--- config.mk ---
export PLATFORM = sky130hd
export DESIGN_NAME = adc_fifo_wr_arbiter
export DESIGN_NICKNAME = d
export VERILOG_FILES = /design/src/rtl/analog_fifo_pkg.sv /design/src/rtl/rr_arb_pick.sv /design/src/rtl/adc_fifo_wr_arbiter.sv
export SDC_FILE = /design/constraint.sdc
export NUM_CORES = 1
export LEC_CHECK = 0
export BUFFER_PORTS_ARGS = -buffer_cell sky130_fd_sc_hd__buf_2
export CAP_MARGIN = 20
export CORE_AREA = 2 2 69 71
export CTS_CLUSTER_SIZE = 10
export DETAILED_ROUTE_END_ITERATION = 7
export DIE_AREA = 0 0 71 73
export PLACE_DENSITY = 0.84
export SKIP_CTS_REPAIR_TIMING = 1
export SLEW_MARGIN = 5
export SYNTH_ARGS = -nofsm -noshare
export SYNTH_HDL_FRONTEND = slang
export SYNTH_SLANG_ARGS = --single-unit
--- constraint.sdc ---
create_clock -name clk -period 3.2 [get_ports clk]
set_input_delay 0.16 -clock clk [delete_from_list [all_inputs] [get_ports clk]]
set_output_delay 0.16 -clock clk [all_outputs]
set_load 0.01 [all_outputs]
--- src/rtl/analog_fifo_pkg.sv ---
// Shared definitions for the analog sample FIFO path: FIFO geometry,
// write-arbiter state encoding and the channel-tagged sample word format.
package analog_fifo_pkg;

    localparam int FIFO_DATA_W = 16;
    localparam int FIFO_DEPTH  = 15;

    typedef enum logic {
        ARB_IDLE  = 1'b0,
        ARB_WRITE = 1'b1
    } arb_state_e;

    // Word layout: channel id in the top two bits, zero-extended sample below.
    function automatic logic [FIFO_DATA_W-1:0] pack_sample(
        input logic [1:0]             ch_id,
        input logic [FIFO_DATA_W-3:0] smp
    );
        return {ch_id, smp};
    endfunction

endpackage

--- src/rtl/rr_arb_pick.sv ---
// Combinational round-robin picker: first eligible channel after i_last_gnt, wrapping.
// Purely combinational; no state, no backpressure.
module rr_arb_pick #(
    parameter int N_CH = 4
) (
    input  logic [N_CH-1:0] i_elig,
    input  logic [1:0]      i_last_gnt,
    output logic            o_found,
    output logic [1:0]      o_id
);

    logic [N_CH-1:0] w_rot;

    // Bit j of w_rot is channel (last_gnt + 1 + j) mod N_CH.
    assign w_rot = N_CH'({i_elig, i_elig} >> (i_last_gnt + 3'd1));

    always_comb begin
        o_found = 1'b0;
        o_id    = '0;
        for (int j = N_CH - 1; j >= 0; j--) begin
            if (w_rot[j]) begin
                o_found = 1'b1;
                o_id    = 2'((int'(i_last_gnt) + 1 + j) % N_CH);
            end
        end
    end

endmodule

--- src/rtl/adc_fifo_wr_arbiter.sv ---
// Round-robin arbiter writing channel-tagged ADC samples into one shared FIFO.
// Latency: request seen in IDLE -> write/ack next cycle; at most one write per two cycles.
// Backpressure: fifo_full holds requests in IDLE and counts stall cycles.
module adc_fifo_wr_arbiter
    import analog_fifo_pkg::*;
#(
    parameter int N_CH  = 4,
    parameter int SMP_W = 12
) (
    input  logic                    clk,
    input  logic                    rst_n,
    input  logic [N_CH-1:0]         i_ch_req,
    input  logic [N_CH*SMP_W-1:0]   i_ch_sample,
    input  logic [N_CH-1:0]         i_ch_mask,
    output logic [N_CH-1:0]         o_ch_ack,
    input  logic                    i_fifo_full,
    output logic                    o_fifo_wr_en,
    output logic [FIFO_DATA_W-1:0]  o_fifo_data,
    output logic [1:0]              o_gnt_id,
    output logic                    o_busy,
    input  logic                    i_stall_clr,
    output logic [15:0]             o_stall_cnt
);

    arb_state_e             r_state;
    arb_state_e             w_state_nxt;
    logic [FIFO_DATA_W-1:0] r_fifo_data;
    logic [1:0]             r_gnt_id;
    logic [1:0]             r_last_gnt;
    logic [15:0]            r_stall_cnt;
    logic [N_CH-1:0]        r_ack;
    logic                   r_wr_en;
    logic                   r_busy;

    logic [N_CH-1:0]        w_elig;
    logic                   w_found;
    logic [1:0]             w_win_id;
    logic [SMP_W-1:0]       w_win_smp;
    logic [FIFO_DATA_W-3:0] w_smp_ext;
    logic [N_CH-1:0]        w_win_onehot;
    logic                   w_load;
    logic                   w_write;
    logic                   w_stall_inc;

    assign w_elig = i_ch_req & i_ch_mask;

    rr_arb_pick #(
        .N_CH (N_CH)
    ) u_pick (
        .i_elig     (w_elig),
        .i_last_gnt (r_last_gnt),
        .o_found    (w_found),
        .o_id       (w_win_id)
    );

    always_comb begin
        w_win_smp    = '0;
        w_win_onehot = '0;
        for (int i = 0; i < N_CH; i++) begin
            if (w_win_id == 2'(i)) begin
                w_win_smp       = i_ch_sample[i*SMP_W +: SMP_W];
                w_win_onehot[i] = 1'b1;
            end
        end
        w_smp_ext              = '0;
        w_smp_ext[SMP_W-1:0]   = w_win_smp;
    end

    always_comb begin
        w_state_nxt = r_state;
        w_load      = 1'b0;
        w_write     = 1'b0;
        w_stall_inc = 1'b0;
        case (r_state)
            ARB_IDLE: begin
                if (w_found) begin
                    if (i_fifo_full) begin
                        w_stall_inc = 1'b1;
                    end else begin
                        w_load      = 1'b1;
                        w_state_nxt = ARB_WRITE;
                    end
                end
            end
            ARB_WRITE: begin
                // WRITE always returns to IDLE so fifo_full is fresh at the next pick.
                w_write     = 1'b1;
                w_state_nxt = ARB_IDLE;
            end
            default: w_state_nxt = ARB_IDLE;
        endcase
    end

    always_ff @(posedge clk or negedge rst_n) begin
        if (!rst_n) begin
            r_state <= ARB_IDLE;
        end else begin
            r_state <= w_state_nxt;
        end
    end

    always_ff @(posedge clk or negedge rst_n) begin
        if (!rst_n) begin
            r_fifo_data <= '0;
            r_gnt_id    <= '0;
            r_last_gnt  <= 2'(N_CH - 1);
            r_ack       <= '0;
            r_wr_en     <= 1'b0;
            r_busy      <= 1'b0;
        end else begin
            r_wr_en <= w_load;
            r_busy  <= w_load;
            r_ack   <= w_load ? w_win_onehot : '0;
            if (w_load) begin
                r_fifo_data <= pack_sample(w_win_id, w_smp_ext);
                r_gnt_id    <= w_win_id;
            end
            if (w_write) begin
                r_last_gnt <= r_gnt_id;
            end
        end
    end

    always_ff @(posedge clk or negedge rst_n) begin
        if (!rst_n) begin
            r_stall_cnt <= '0;
        end else if (i_stall_clr) begin
            r_stall_cnt <= '0;
        end else if (w_stall_inc && (r_stall_cnt != 16'hFFFF)) begin
            r_stall_cnt <= r_stall_cnt + 16'd1;
        end
    end

    assign o_ch_ack     = r_ack;
    assign o_fifo_wr_en = r_wr_en;
    assign o_fifo_data  = r_fifo_data;
    assign o_gnt_id     = r_gnt_id;
    assign o_busy       = r_busy;
    assign o_stall_cnt  = r_stall_cnt;

endmodule
# [Yosys cells after proc, flatten, opt, wreduce, memory -nomap -nowiden]
# Cells that the tools add are included.
[word_totals] regBits=40 elab_cells=50 ram_bits=0 inputBits=60 output_inout_bits=40 mem_count=0 latch_bits=0 mem_bits_ro=0
[op_classes] n_mux=27 n_mul=0 n_reduce_logical=3 shifts=1 bitwise=2 div_mod_pow=0 order_cmp=0 eq_ne=4 addsub=6
[ops] op="2-to-1 mux 12 bit" count=4
[ops] op="2-to-1 mux 16 bit" count=2
[ops] op="adder 16 x 1 -> 16 bit, second input constant" count=1
[ops] op="!= test 16 bit, second input constant" count=1
[ops] op="2-to-1 mux 1 bit" count=15
[ops] op="2-to-1 mux 2 bit" count=4
[ops] op=">> shifter 8 x 3 -> 4 bit" count=1
[ops] op="adder 2 x 1 -> 2 bit, second input constant" count=2
[ops] op="adder 2 bit, second input constant" count=2
[ops] op="bitwise AND 4 bit" count=1
[ops] op="equality test 2 bit, second input constant" count=2
[ops] op="2-to-1 mux 4 bit" count=1
[ops] op="adder 2 x 1 -> 3 bit, second input constant" count=1
[ops] op="equality test 2 x 1 -> 1 bit, second input constant" count=1
[ops] op="zero test 2 bit" count=1
[ops] op="case mux 1 bit (2 select lines)" count=1
[ops] op="nonzero test 2 bit" count=1
[ops] op="logical AND 1 bit" count=1
[ops] op="inverter 1 bit" count=1

# [Logic depth before layout (Yosys ltp)]
[depth] depth_word=11 depth_mapped=7 mapped_depth_nobuf=6

# [Hierarchy]
# A second synthesis with hierarchy kept.
[unflattened] cells_unflattened=185 area_unflattened_um2=2118.3
[modules_own_cells] module="adc_fifo_wr_arbiter" seq_area_each_um2=928.4 cells_per_inst=171 n_inst=1 area_each_um2=2031.9
[modules_own_cells] module="rr_arb_pick" seq_area_each_um2=0.0 cells_per_inst=14 n_inst=1 area_each_um2=86.3

# [Worst setup path after synthesis]
# OpenSTA, ideal clock, no wires.
[synth_path] path_kind="reg2reg" from="register r_last_gnt[1]" to="register r_fifo_data[0] (netlist: o_fifo_data[0])" setup_ns=0.135 path_stages_with_launch=8 arrival_time_ns=1.753 synth_period_minus_slack_ns=1.888 slack_ns=1.312 path_buffers=3 required_ns=3.065 cell_sequence="dfstp_2 and4bb_1 a311oi_2 buf_6 buf_12 buf_6 mux2i_1 o211ai_1"
[synth_via] elab_chain_cells=11 elab_cells_between_ends=24 classes_between="add/sub (5); eq/ne (3); shift (1); mux (14); reduce/logical (1)"
[synth_rtl] item="start: declaration" line="adc_fifo_wr_arbiter.sv:29" text="logic [1:0] r_last_gnt;"
[synth_rtl] item="start signal: assignment" line="adc_fifo_wr_arbiter.sv:106" text="r_last_gnt <= 2'(N_CH - 1);"
[synth_rtl] item="start signal: assignment" line="adc_fifo_wr_arbiter.sv:119" text="r_last_gnt <= r_gnt_id;"
[synth_rtl] item="adder 2 x 1 -> 3 bit / adder 2 x 1 -> 2 bit (equally long branches)" line="rr_arb_pick.sv:15, rr_arb_pick.sv:23"
[synth_rtl] item=">> shifter 8 x 3 -> 4 bit / adder 2 x 1 -> 2 bit (equally long branches)" line="rr_arb_pick.sv:15, rr_arb_pick.sv:23"
[synth_rtl] item="2-to-1 mux 2 bit (4 in a row)" line="rr_arb_pick.sv:21" text="if (w_rot[j]) begin"
[synth_rtl] item="zero test 2 bit" line="adc_fifo_wr_arbiter.sv:60" text="if (w_win_id == 2'(i)) begin"
[synth_rtl] item="2-to-1 mux 12 bit (4 in a row)" line="adc_fifo_wr_arbiter.sv:60"
[synth_rtl] item="end signal: assignment" line="adc_fifo_wr_arbiter.sv:115" text="r_fifo_data <= pack_sample(w_win_id, w_smp_ext);"
[synth_rtl] item="end: declaration" line="adc_fifo_wr_arbiter.sv:27" text="logic [FIFO_DATA_W-1:0] r_fifo_data;"
# Parallel ways exist; a longest one is shown, timed or not.
# A chain may end at the register's enable or synchronous reset.

# [Worst setup path in the final report]
# Same ends and word-level chain as after synthesis.

==> out/qor.csv <==
metric;value;unit
fin_crit;2268;ps
start_util;0.4767;
setup_tns;0;ps
synthTopCellsByCount;35 x dfrtp_1, 25 x mux2i_1, 24 x nand2_1;
synthAdderAreaFrac;0.005787;
ys_warn_count;0;
ys.flop_type;dfrtp_1;
dp_hpwl;3.722;mm
routed_wl;4.921;mm
met3_usage;0.05525;
grt_pass1_wl;8.355;mm
drv_slew;0;
power_density;501.5;nW/um^2
async_flop_share;1.000;
finalHoldViolCount;35;
ys_seq_elements;37;
numCtsBuffers;5;
rows;25;
place.gp.congestion;0.8256;
post-synth-top-area-fraction;0.4051;
ant_nets;0;
cts_tree;yes;
worstMarginPinSlew;824.1;ps
yosysMostFrequentCell;dfrtp_1;
cp.arrival;2460;ps
overflow;0;
syn_avg_cell_area;10.15;sq um
grt_pass1_vias;1951;
vias;1919;
hold_path.class;in2async;
first_iter_violations;98;
dieArea;5183;sq um
status;finished, violations left;
cts-htree-levels;2;
critical_path.max_fanout;16;
rsz0062_at_grt;no;
clock_latency;280;ps
final_nets;367;
start_kind;flip-flop;
seq_area_frac_synth;0.4294;
finClkSkew;4.745;ps
max_cap_violations;0;
synth_top_family_by_area;simple AND/OR/NAND/NOR gates;
fin_area;2758;sq um
die_x;71;um
synth_cells;213;
dr.pass1.iters;4;
antennaDiodeCount;0;
die_y;73;um
grt_max_degree;38;
grt.total_usage;0.2041;
area_growth;27.55;%
endpoint_kind;flip-flop;
ios;100;
top_usage_layer;met2;
cts_buffer_depth;2;
root_buffer;clkbuf_8;
timing.slew.headroom;0.4506;
synth-simple-area-share;0.1759;
grt_util_met1;0.2208;
power.leakage;0.001368;uW
synth_area_leader_cell;dfrtp_1;
ir_worst_vdd;0.0004592;V
place_area;2641;sq um
synth-compound-area-share;0.1181;
setup_viol_count_final;0;
clock_sink_count;37;
post-route-period-util;0.7086;
synth_edf_count;0;
drive_above_1_share;0.3974;
antenna_found_initial;0;
synth.distinct_cells;44;
max_clock_freq;0.4410;GHz
synth-xor-area-share;0.04456;
required;3390;ps
global_route.usage.met2;0.3884;
port_buffers;97;
core-area;4536;sq um
crit_type;reg2reg;
timing.hold.ws;-29.60;ps
syn_area;2162;sq um
vias_per_cell;5.316;
synth_mux_area_frac;0.1626;
drc;0;
wl_per_cell;13.63;um
yosys-top-cells-area;dfrtp_1 41%, mux2i_1 12%, xnor2_1 4.5%, nand2_1 4.2%, nor2_1 3.3%;
clk_pin_slew;70;ps
violations;negative hold slack;
finish.utilization;0.6080;
logic make-up after synthesis:
| group | after synthesis |
|---|---|
| AND/OR/NAND/NOR | 77 |
| flip-flops | 37 |
| multiplexers | 34 |
| AO/OA/AOI/OAI | 31 |
| buffers and inverters | 21 |
| XOR/XNOR | 11 |
| adder cells (fa/ha/maj) | 1 |
| other | 1 |
per-stage QoR:
step | std cells | worst slack, ps | power, uW
floorplan | 214 | 1312 | 846.3
global placement | 353 | 1078 | 968.3
detailed placement | 353 | 894.7 | 983.0
CTS | 361 | 893.8 | 1402
global route | 361 | 760.2 | 1469
finish | 361 | 932.4 | 1383
layout make-up:
| cell class | instances | area, sq um |
|---|---|---|
| inverter | 6 | 22.52 |
| fill | 379 | 1778 |
| clock inverter | 1 | 30.03 |
| sequential | 37 | 928.4 |
| timing repair buffer | 100 | 508.0 |
| clock buffer | 7 | 86.33 |
| multi-input combinational | 156 | 1115 |
| tap | 54 | 67.56 |
final timing paths:
kind	start	to	slack [ps]	cells after the start
max reg2reg	r_last_gnt[1]$_DFFE_PN1P_	o_fifo_data[0]$_DFFE_PN0P_	930	5
min	rst_n	o_stall_cnt[3]$_DFFE_PN0P_	-30	1
max	r_last_gnt[1]$_DFFE_PN1P_	o_fifo_data[0]$_DFFE_PN0P_	930	5
min in group clk	i_ch_sample[8]	o_fifo_data[8]$_DFFE_PN0P_	180	3
min reg2reg	o_fifo_data[2]$_DFFE_PN0P_	o_fifo_data[2]$_DFFE_PN0P_	480	2
max in group asynchronous	rst_n	o_busy$_DFF_PN0_	2710	1
power by group:
group / internal [uW] / switching (uW)
Combinational: 177 / 202
Clock: 254 / 160
Sequential: 541 / 49.2
Total: 972 / 411
sequential cells by signal (all words and copies together), names as in the netlist:
register     count
o_stall_cnt     16
o_fifo_data     12
o_ch_ack         4
o_gnt_id         2
r_last_gnt       2
o_busy           1
routing by layer:
layer,share of wire,routed length (um)
met1,0.39,1927
met2,0.53,2632
met3,0.063,312
met4,0.010,49
met5,0,0
cell usage in the layout, fill, tap and decap left out, types with 4 or more instances in the layout:
cell type and n:
buf_2 97, dfrtp_1 35, mux2i_1 25, nand2_1 24, nor2_1 19, xnor2_1 11
o211ai_1 8, or3_1 7, clkbuf_8 6, inv_1 5, nand3_1 5, mux2_2 5
o21ai_2 5, nor2b_1 4, mux2_1 4
critical path, cell delays in order (launching register included):
cell,delay [ps]
dfstp_2,590
and4bb_1,260
a41oi_1,180
and3_1,540
nand2_1,340
o211ai_1,260
No activity file was read; power rests on OpenSTA's default activity.
